### src/rtl/cmul_pkg.sv
// cmul_pkg: shared types and constants for the complex twiddle multiplier.
//   - cmul_state_e : sequencer FSM states
//   - FRAC_BITS, WIDTH, MAG_MAX : Q7.8 sign-magnitude format constants
//   - UNITY_RE / UNITY_IM : the twiddle w = 1 + 0j
package cmul_pkg;

    localparam int          FRAC_BITS = 8;
    localparam int          WIDTH     = 16;
    localparam logic [14:0] MAG_MAX   = 15'h7FFF;

    localparam logic [WIDTH-1:0] UNITY_RE = 16'h0100;
    localparam logic [WIDTH-1:0] UNITY_IM = 16'h0000;

    typedef enum logic [2:0] {
        ST_IDLE = 3'd0,
        ST_MUL0 = 3'd1,
        ST_MUL1 = 3'd2,
        ST_MUL2 = 3'd3,
        ST_MUL3 = 3'd4,
        ST_DONE = 3'd5
    } cmul_state_e;

endpackage

### src/rtl/cmul_sequencer_sm_add.sv
// sm_add: combinational sign-magnitude add/subtract with saturation.
//   x, y : Q7.8 sign-magnitude operands
//   sub  : 1 -> z = x - y, 0 -> z = x + y
//   z    : result; magnitude saturates to MAG_MAX, never emits -0
module sm_add
    import cmul_pkg::*;
(
    input  logic [WIDTH-1:0] x,
    input  logic [WIDTH-1:0] y,
    input  logic             sub,
    output logic [WIDTH-1:0] z
);

    logic        xs;
    logic        ys;
    logic [15:0] sum;
    logic [14:0] mag;
    logic        sgn;

    always_comb begin
        xs  = x[15];
        ys  = y[15] ^ sub;
        sum = {1'b0, x[14:0]} + {1'b0, y[14:0]};
        mag = '0;
        sgn = 1'b0;
        if (xs == ys) begin
            // Carry out of bit 14 means the magnitude overflowed.
            mag = sum[15] ? MAG_MAX : sum[14:0];
            sgn = xs;
        end else if (x[14:0] >= y[14:0]) begin
            mag = x[14:0] - y[14:0];
            sgn = xs;
        end else begin
            mag = y[14:0] - x[14:0];
            sgn = ys;
        end
        z = (mag == 15'd0) ? 16'h0000 : {sgn, mag};
    end

endmodule

### src/rtl/fixed_point_math.sv
// fixed_point_math: combinational Q7.8 sign-magnitude multiplier.
//   a, b : operands (bit 15 sign, 14:8 integer, 7:0 fraction)
//   prod : product; sign = XOR of signs, magnitude = bits [22:8] of the
//          30-bit magnitude product (truncated, no rounding/saturation).
//          A zero magnitude may carry a set sign bit; consumers normalise.
module fixed_point_math
    import cmul_pkg::*;
(
    input  logic [WIDTH-1:0] a,
    input  logic [WIDTH-1:0] b,
    output logic [WIDTH-1:0] prod
);

    logic [29:0] mag_prod;
    logic [14:0] mag_trunc;

    assign mag_prod  = a[14:0] * b[14:0];
    assign mag_trunc = 15'(mag_prod >> FRAC_BITS);
    assign prod      = {a[15] ^ b[15], mag_trunc};

endmodule

### src/rtl/cmul_sequencer.sv
// cmul_sequencer: one complex multiply y = a * w per transaction, using a
// single shared Q7.8 sign-magnitude multiplier over four FSM cycles.
//   clk, n_rst          : clock, asynchronous active-low reset
//   in_valid / in_ready : operand handshake (a_re, a_im, w_re, w_im)
//   out_valid/out_ready : result handshake (y_re, y_im)
//   dbg_state           : current FSM state (cmul_state_e encoding)
//
// Handshake: a transfer happens on a rising edge where valid and ready are
// both 1; valid/data hold until that edge. in_ready is 1 only in IDLE, and
// out_valid only in DONE, so both sides never transfer in the same cycle.
module cmul_sequencer
    import cmul_pkg::*;
#(
    parameter bit SKIP_UNITY = 1'b1
) (
    input  logic             clk,
    input  logic             n_rst,
    input  logic             in_valid,
    output logic             in_ready,
    input  logic [WIDTH-1:0] a_re,
    input  logic [WIDTH-1:0] a_im,
    input  logic [WIDTH-1:0] w_re,
    input  logic [WIDTH-1:0] w_im,
    output logic             out_valid,
    input  logic             out_ready,
    output logic [WIDTH-1:0] y_re,
    output logic [WIDTH-1:0] y_im,
    output logic [2:0]       dbg_state
);

    cmul_state_e      state_q, state_d;
    logic             in_ready_q, in_ready_d;
    logic             out_valid_q, out_valid_d;
    logic [WIDTH-1:0] ar_q, ar_d, ai_q, ai_d;
    logic [WIDTH-1:0] wr_q, wr_d, wi_q, wi_d;
    logic [WIDTH-1:0] p_q, p_d;
    logic [WIDTH-1:0] y_re_q, y_re_d, y_im_q, y_im_d;

    logic [WIDTH-1:0] mul_a, mul_b, mul_p;
    logic [WIDTH-1:0] add_z;
    logic             add_sub;

    fixed_point_math u_mul (
        .a    (mul_a),
        .b    (mul_b),
        .prod (mul_p)
    );

    // Shared adder: partial product from MUL0/MUL2 combined with the
    // product issued in MUL1 (subtract) or MUL3 (add).
    sm_add u_add (
        .x   (p_q),
        .y   (mul_p),
        .sub (add_sub),
        .z   (add_z)
    );

    always_comb begin
        state_d     = state_q;
        in_ready_d  = in_ready_q;
        out_valid_d = out_valid_q;
        ar_d        = ar_q;
        ai_d        = ai_q;
        wr_d        = wr_q;
        wi_d        = wi_q;
        p_d         = p_q;
        y_re_d      = y_re_q;
        y_im_d      = y_im_q;
        mul_a       = '0;
        mul_b       = '0;
        add_sub     = (state_q == ST_MUL1);

        // Multiplier operand routing by state.
        case (state_q)
            ST_MUL0: begin mul_a = ar_q; mul_b = wr_q; end
            ST_MUL1: begin mul_a = ai_q; mul_b = wi_q; end
            ST_MUL2: begin mul_a = ar_q; mul_b = wi_q; end
            ST_MUL3: begin mul_a = ai_q; mul_b = wr_q; end
            default: begin mul_a = '0;   mul_b = '0;   end
        endcase

        case (state_q)
            ST_IDLE: begin
                if (in_valid) begin
                    ar_d       = a_re;
                    ai_d       = a_im;
                    wr_d       = w_re;
                    wi_d       = w_im;
                    in_ready_d = 1'b0;
                    if (SKIP_UNITY && (w_re == UNITY_RE) && (w_im == UNITY_IM)) begin
                        y_re_d      = a_re;
                        y_im_d      = a_im;
                        out_valid_d = 1'b1;
                        state_d     = ST_DONE;
                    end else begin
                        state_d = ST_MUL0;
                    end
                end
            end
            ST_MUL0: begin
                p_d     = mul_p;
                state_d = ST_MUL1;
            end
            ST_MUL1: begin
                y_re_d  = add_z;
                state_d = ST_MUL2;
            end
            ST_MUL2: begin
                p_d     = mul_p;
                state_d = ST_MUL3;
            end
            ST_MUL3: begin
                y_im_d      = add_z;
                out_valid_d = 1'b1;
                state_d     = ST_DONE;
            end
            ST_DONE: begin
                if (out_ready) begin
                    out_valid_d = 1'b0;
                    in_ready_d  = 1'b1;
                    state_d     = ST_IDLE;
                end
            end
            default: begin
                out_valid_d = 1'b0;
                in_ready_d  = 1'b1;
                state_d     = ST_IDLE;
            end
        endcase
    end

    always_ff @(posedge clk or negedge n_rst) begin
        if (!n_rst) begin
            state_q     <= ST_IDLE;
            in_ready_q  <= 1'b1;
            out_valid_q <= 1'b0;
            ar_q        <= '0;
            ai_q        <= '0;
            wr_q        <= '0;
            wi_q        <= '0;
            p_q         <= '0;
            y_re_q      <= '0;
            y_im_q      <= '0;
        end else begin
            state_q     <= state_d;
            in_ready_q  <= in_ready_d;
            out_valid_q <= out_valid_d;
            ar_q        <= ar_d;
            ai_q        <= ai_d;
            wr_q        <= wr_d;
            wi_q        <= wi_d;
            p_q         <= p_d;
            y_re_q      <= y_re_d;
            y_im_q      <= y_im_d;
        end
    end

    assign in_ready  = in_ready_q;
    assign out_valid = out_valid_q;
    assign y_re      = y_re_q;
    assign y_im      = y_im_q;
    assign dbg_state = state_q;

endmodule

### config.mk
export PLATFORM = sky130hd
export DESIGN_NAME = cmul_sequencer
export DESIGN_NICKNAME = d
export VERILOG_FILES = /design/src/rtl/cmul_pkg.sv /design/src/rtl/cmul_sequencer_sm_add.sv /design/src/rtl/fixed_point_math.sv /design/src/rtl/cmul_sequencer.sv
export SDC_FILE = /design/constraint.sdc
export NUM_CORES = 1
export LEC_CHECK = 0
export ABC_AREA = 1
export CELL_PAD_IN_SITES_DETAIL_PLACEMENT = 1
export CELL_PAD_IN_SITES_GLOBAL_PLACEMENT = 2
export CORE_MARGIN = 5
export CORE_UTILIZATION = 38
export DETAILED_ROUTE_END_ITERATION = 10
export GPL_ROUTABILITY_DRIVEN = 0
export PLACE_DENSITY = 0.87
export SYNTH_ARGS = -nofsm -noshare
export SYNTH_HDL_FRONTEND = slang
export SYNTH_HIERARCHICAL = 1
export SYNTH_SLANG_ARGS = --single-unit
### constraint.sdc
create_clock -name clk -period 22.3 [get_ports clk]
set_input_delay 2.23 -clock clk [delete_from_list [all_inputs] [get_ports clk]]
set_output_delay 2.23 -clock clk [all_outputs]
set_load 0.005 [all_outputs]
Word-level counts from Yosys, hierarchy flattened
Cells that the tools add are included.

Add/sub/neg operators: 3. Multipliers: 1. Div/mod/pow operators: 0. Magnitude comparators: 1. Eq/ne operators: 10. Shifts and indexed selects: 0. Mux-type cells: 25. Bitwise logic cells: 4. Reductions and logical operators: 18.

Operator list (count): 16-bit case mux with 2 select lines (4); 16-bit 2-to-1 mux (5); 15-bit 2-to-1 mux (3); 15-bit subtractor (2); 15-bit by 15-bit multiplier with 23-bit output (1); 3-bit case mux with 6 select lines (1); 15-bit by 15-bit adder with 16-bit output (1); 16-bit by 9-bit equality test with 1-bit output (second input constant) (1); 16-bit logical NOT (1); 15-bit >= comparator (1); 15-bit logical NOT (1); 3-bit 2-to-1 mux (3); 3-bit AND reduction (3); 2-bit OR reduction (4); 1-bit 2-to-1 mux (7); 3-bit by 2-bit equality test with 1-bit output (second input constant) (2); 3-bit equality test (second input constant) (2); 2-bit != test (second input constant) (3); 1-bit case mux with 4 select lines (1); 2-bit AND reduction (2); 4-bit AND reduction (1); 2-bit nonzero test (2); 4-bit OR reduction (1); 3-bit by 1-bit equality test with 1-bit output (second input constant) (1); other kinds (7) (9).

Flip-flop bits (word level): 117. Bits in latches: 0. Bits in writable memories: 0. Bits in read-only memories: 0. Input bits: 68. Output and inout port bits: 37. Memories: 0.

Depth between registers and ports, before layout
Depth in word-level cells: 10. Gate-level depth with buffers: 57. Depth with buffers taken out: 53.

By module
The synthesis kept the hierarchy.

By module, submodules not included: fixed_point_math (instances 1, cells each 971, area each 6780.3 µm²); cmul_sequencer (instances 1, cells each 639, area each 5535.3 µm²); sm_add (instances 1, cells each 622, area each 3338.2 µm²).

Worst setup path before layout
OpenSTA, ideal clock, no wires.

Path kind: register to register. Start: reg state_q[2], in the netlist dbg_state[2]. End: reg y_re_q[15], in the netlist y_re[15]. Setup time: 116 ps. Arrival: 8137 ps. Data required time: 22184 ps. Path slack: 14046 ps. Stages on the path, launching flop included: 54. Clock period less this slack: 8254 ps. Cell sequence: dfrtp_1 nor2_4 nand2_1 nand2_2 buf_6 buf_4 nand2_1 nand2_1 clkbuf_1 clkbuf_1 nand2_1 inv_1 fa_1 inv_1 fa_1 inv_1 fa_1 fa_1 (+18 left out) nor2_2 nand2_2 nor2_2 nor2_2 nand2_1 nor2_2 buf_6 nand2_2 nand3_1 nand3_1 nor2_1 nand2_1 nor2_1 a21oi_1 inv_1 o21ai_1 nand3_1 nand2_1.

Word-level cells in the longest chain between the ends: 10. Elaborated cells on any way between the ends: 31. Classes of those cells: add/sub: 3; mul: 1; order compare: 1; eq/ne: 7; mux: 9; bitwise: 2; reduce/logical: 8.

Ends and longest elaborated chain: start, declared (line cmul_sequencer.sv:31) `cmul_state_e state_q, state_d;`; start signal, assigned (line cmul_sequencer.sv:145) `state_q <= state_d;`; 3-bit equality test, or another cell as far along (line cmul_sequencer.sv:74) `case (state_q)`; 2-bit OR reduction (no line); 16-bit case mux with 2 select lines (*) (line cmul_sequencer.sv:74); named net mul_a[8] (line cmul_sequencer.sv:39) `logic [WIDTH-1:0] mul_a, mul_b, mul_p;`; 15-bit by 15-bit multiplier with 23-bit output (*) (line fixed_point_math.sv:17) `assign mag_prod = a[14:0] * b[14:0];`; named net mul_p[9] (line cmul_sequencer.sv:39); 15-bit by 15-bit adder with 16-bit output, or another cell as far along (line cmul_sequencer_sm_add.sv:23) `sum = {1'b0, x[14:0]} + {1'b0, y[14:0]};`; 15-bit 2-to-1 mux (on tied branches) (line cmul_sequencer_sm_add.sv:28, cmul_sequencer_sm_add.sv:30); 15-bit 2-to-1 mux (line cmul_sequencer_sm_add.sv:26) `if (xs == ys) begin`; 15-bit logical NOT (line cmul_sequencer_sm_add.sv:37) `z = (mag == 15'd0) ? 16'h0000 : {sgn, mag};`; 16-bit 2-to-1 mux (*) (line cmul_sequencer_sm_add.sv:37); named net add_z[15] (line cmul_sequencer.sv:40) `logic [WIDTH-1:0] add_z;`; 16-bit case mux with 2 select lines (*) (line cmul_sequencer.sv:82) `case (state_q)`; end signal, assigned (line cmul_sequencer.sv:153) `y_re_q <= y_re_d;`; end, declared (line cmul_sequencer.sv:37) `logic [WIDTH-1:0] y_re_q, y_re_d, y_im_q, y_im_d;`.

The timed path passes the listed nets; every way through them passes the cells marked *. A chain may end at the register's enable or synchronous reset.

Worst setup path after layout
Start: reg state_q[2], in the netlist dbg_state[2]. End: reg y_im_q[15], in the netlist y_im[15].

Word-level cells in the longest chain between the ends: 10. Elaborated cells on any way between the ends: 31. Classes of those cells: add/sub: 3; mul: 1; order compare: 1; eq/ne: 7; mux: 9; bitwise: 2; reduce/logical: 8.

Ends and longest elaborated chain: 3-bit equality test, or another cell as far along (line cmul_sequencer.sv:74); 2-bit OR reduction (no line); 16-bit case mux with 2 select lines (*) (line cmul_sequencer.sv:74); named net mul_a[8] (line cmul_sequencer.sv:39); 15-bit by 15-bit multiplier with 23-bit output (*) (line fixed_point_math.sv:17); named net mul_p[9] (line cmul_sequencer.sv:39); 15-bit by 15-bit adder with 16-bit output, or another cell as far along (line cmul_sequencer_sm_add.sv:23); 15-bit 2-to-1 mux (on tied branches) (line cmul_sequencer_sm_add.sv:28, cmul_sequencer_sm_add.sv:30); 15-bit 2-to-1 mux (line cmul_sequencer_sm_add.sv:26); 15-bit logical NOT (line cmul_sequencer_sm_add.sv:37); 16-bit 2-to-1 mux (*) (line cmul_sequencer_sm_add.sv:37); named net add_z[15] (line cmul_sequencer.sv:40); 16-bit case mux with 2 select lines (*) (line cmul_sequencer.sv:82); end signal, assigned (line cmul_sequencer.sv:154) `y_im_q <= y_im_d;`; end, declared (line cmul_sequencer.sv:37).

Marks and branches as above.

==> flow_metrics.tcl <==
set metrics [dict create \
    hold_viol_final 0 \
    yosys_warnings 6 \
    r2r_start "dbg_state[2]$_DFFE_PN0P_" \
    slowest_delay_ns 0.66 \
    synthToLayoutAreaGrowth_pct 12.5 \
    fin_nets 2617 \
    grt_start_max_net_pins 69 \
    synth_largest_area_cell "fa_1" \
    synth_top_area_frac 0.192 \
    cp.required_ns 22.68 \
    synth_edf_count 0 \
    async_reset_ff_frac 1.00 \
    critPathCaptureType "flop" \
    die_w_um 213 \
    status "completed" \
    num_vias 13900 \
    cts_buffer_depth 2 \
    antenna_found_initial 0 \
    synth.distinct_cells 45 \
    reg2reg_to "y_im[15]$_DFFE_PN0P_" \
    insertion_delay_ns 0.45 \
    hpwl_um 41800 \
    cts_setup_buffers 0 \
    crit_top_cell "nand2_1" \
    synth_area_leaders "fa_1 19%, dfrtp_1 19%, nand2_1 17%" \
    fin_skew_ns 0.0315 \
    synth-seq-cells 117 \
    timing.setup.tns_ns 0 \
    wire_per_inst_um 18.0 \
    crit_fanout 32 \
    rows 74 \
    hold_path_end "y_re[7]$_DFFE_PN0P_" \
    hold_depth 2 \
    setup_violations 0 \
    min_from "y_re[7]$_DFFE_PN0P_" \
    wirelength_um 51000 \
    cts_repair_resize_count 0 \
    htree_levels 4 \
    clkSlewWorstSetupHoldPaths_ns 0.07 \
    critPathSlowestCell "nand2_1" \
    netlist_area_um2 15700 \
    r2r_slack_ns 12.03 \
    io_pins 105 \
    ctsHoldBuffers 0 \
    grt_pass1_wl_um 82500 \
    dieHeight_um 213 \
    ys_seq_area_frac 0.187 \
    grt_overflow 0 \
    fin_crit_sh 0.460 \
    synth_fp_nets 2556 \
    synth_commonest_cells "724 x nand2_1, 524 x inv_1, 150 x fa_1" \
    final_antenna_net_count 0 \
    drive_above_1_share 0.0555 \
    clock.fmax_ghz 0.0974 \
    first_pass_iters 5 \
    syn_inst 2232 \
    cts_tree "done" \
    cts.sinks 117 \
    coreArea_um2 40800 \
    slew_headroom 0.0965 \
    max_cap_violations 0 \
    syn_area_per_cell_um2 7.01 \
    worstHoldPathType "flop to flop" \
    drtIter0Drc 586 \
    vias_per_cell 4.92 \
    die_area_um2 45400 \
    grt_pass1_vias 15400 \
    period_needed_ns 10.27 \
    setup.worst_path.class "flop to flop" \
    rsz0062_at_grt "false" \
    cts_buffers 17 \
    worstPathArrival_ns 10.65 \
    yosysMostFrequentCell "nand2_1" \
    reg2regPathDepth 48 \
    numPortBuffers 104 \
    ys.flop_type "dfrtp_1" \
    cts_root_buffer "clkbuf_16" \
    worstMarginPinSlew_ns 1.35 \
    grt_usage 0.231 \
    start_kind "flop" \
    diodes 0 \
    start_util 0.383 \
    drv_slew 0 \
    drc 0 \
]
-- metal layers --
metal / wire, um / vias up / global-route usage
met3: 1830 / 55 / 0.0351
met2: 24900 / 242 / 0.395
met4: 858 / 0 / 0.0503
met5: 0 / - / 0
met1: 23400 / 6952 / 0.312
li1: - / 6700 / -
-- worst max-delay path: cells and delay by family, from the launching register on --
family | cells | cell delay [ns]
simple gates | 26 | 4.22
fa+ha+maj | 8 | 3.75
buf+inv | 10 | 0.86
compound gates | 3 | 0.57
flops | 1 | 0.49
xor+xnor | 1 | 0.32
-- cell type report --
type / count / area (um^2)
Fill cell: 5223 / 23200
Multi-Input combinational cell: 1499 / 10300
Sequential cell: 117 / 2930
Inverter: 541 / 2030
Timing Repair Buffer: 117 / 1140
Tap cell: 532 / 666
Clock buffer: 17 / 425
Clock inverter: 15 / 163
-- cells by family after synthesis --
family / share of synthesized area
multiplexers: 0.0345
buffers and inverters: 0.158
AO/OA/AOI/OAI: 0.0670
AND/OR/NAND/NOR: 0.262
XOR/XNOR: 0.0155
adder cells (fa/ha/maj): 0.277
flip-flops: 0.187
-- sequential cells by signal, indices dropped and copies added (netlist names) --
signal	flops
ai_q	16
ar_q	16
dbg_state	3
in_ready	1
out_valid	1
p_q	16
wi_q	16
wr_q	16
y_im	16
y_re	16
-- how the worst max path moves through the flow --
stage | startpoint | endpoint | cells past startpoint
finish | dbg_state[2]$_DFFE_PN0P_ | y_im[15]$_DFFE_PN0P_ | 48
global route | dbg_state[2]$_DFFE_PN0P_ | y_im[15]$_DFFE_PN0P_ | 48
CTS | dbg_state[2]$_DFFE_PN0P_ | y_re[15]$_DFFE_PN0P_ | 43
detailed placement | dbg_state[2]$_DFFE_PN0P_ | y_re[15]$_DFFE_PN0P_ | 43
global placement | dbg_state[2]$_DFFE_PN0P_ | y_im[15]$_DFFE_PN0P_ | 48
floorplan | dbg_state[2]$_DFFE_PN0P_ | y_re[15]$_DFFE_PN0P_ | 53
-- stage by stage --
step	util	instances	hold slack [ns]	instance area, um^2	setup WS (ns)
after CTS	0.431	2838	0.481	17600	11.94
after global placement	0.417	2806	0.453	17000	12.13
final	0.431	2838	0.477	17600	12.03
after global routing	0.431	2838	0.498	17600	11.11
after floorplan	-	2232	0.453	15700	14.05
after detailed placement	0.417	2806	0.462	17000	11.98
-- cell usage in the layout, fill, tap and decap left out, drive strengths merged, types with 2 or more instances in the layout --
cell and instances:
fa 150, nand4 8, a21o 3, clkbuf 17, nor2 84, clkinv 5
o21a 2, nand2 758, clkdlybuf4s50 103, and2 3, ha 106, dfrtp 116
o21ai 120, mux2 48, o21bai 8, buf 14, inv 549, nor3 2
nand3 117, a21oi 50, xnor2 4, nand3b 5, xor2 22, a21boi 4
nor4 2
Power is left out: the tool's default activity adds up to more than one toggle a clock period on the data nets, which glitch-free logic cannot reach.
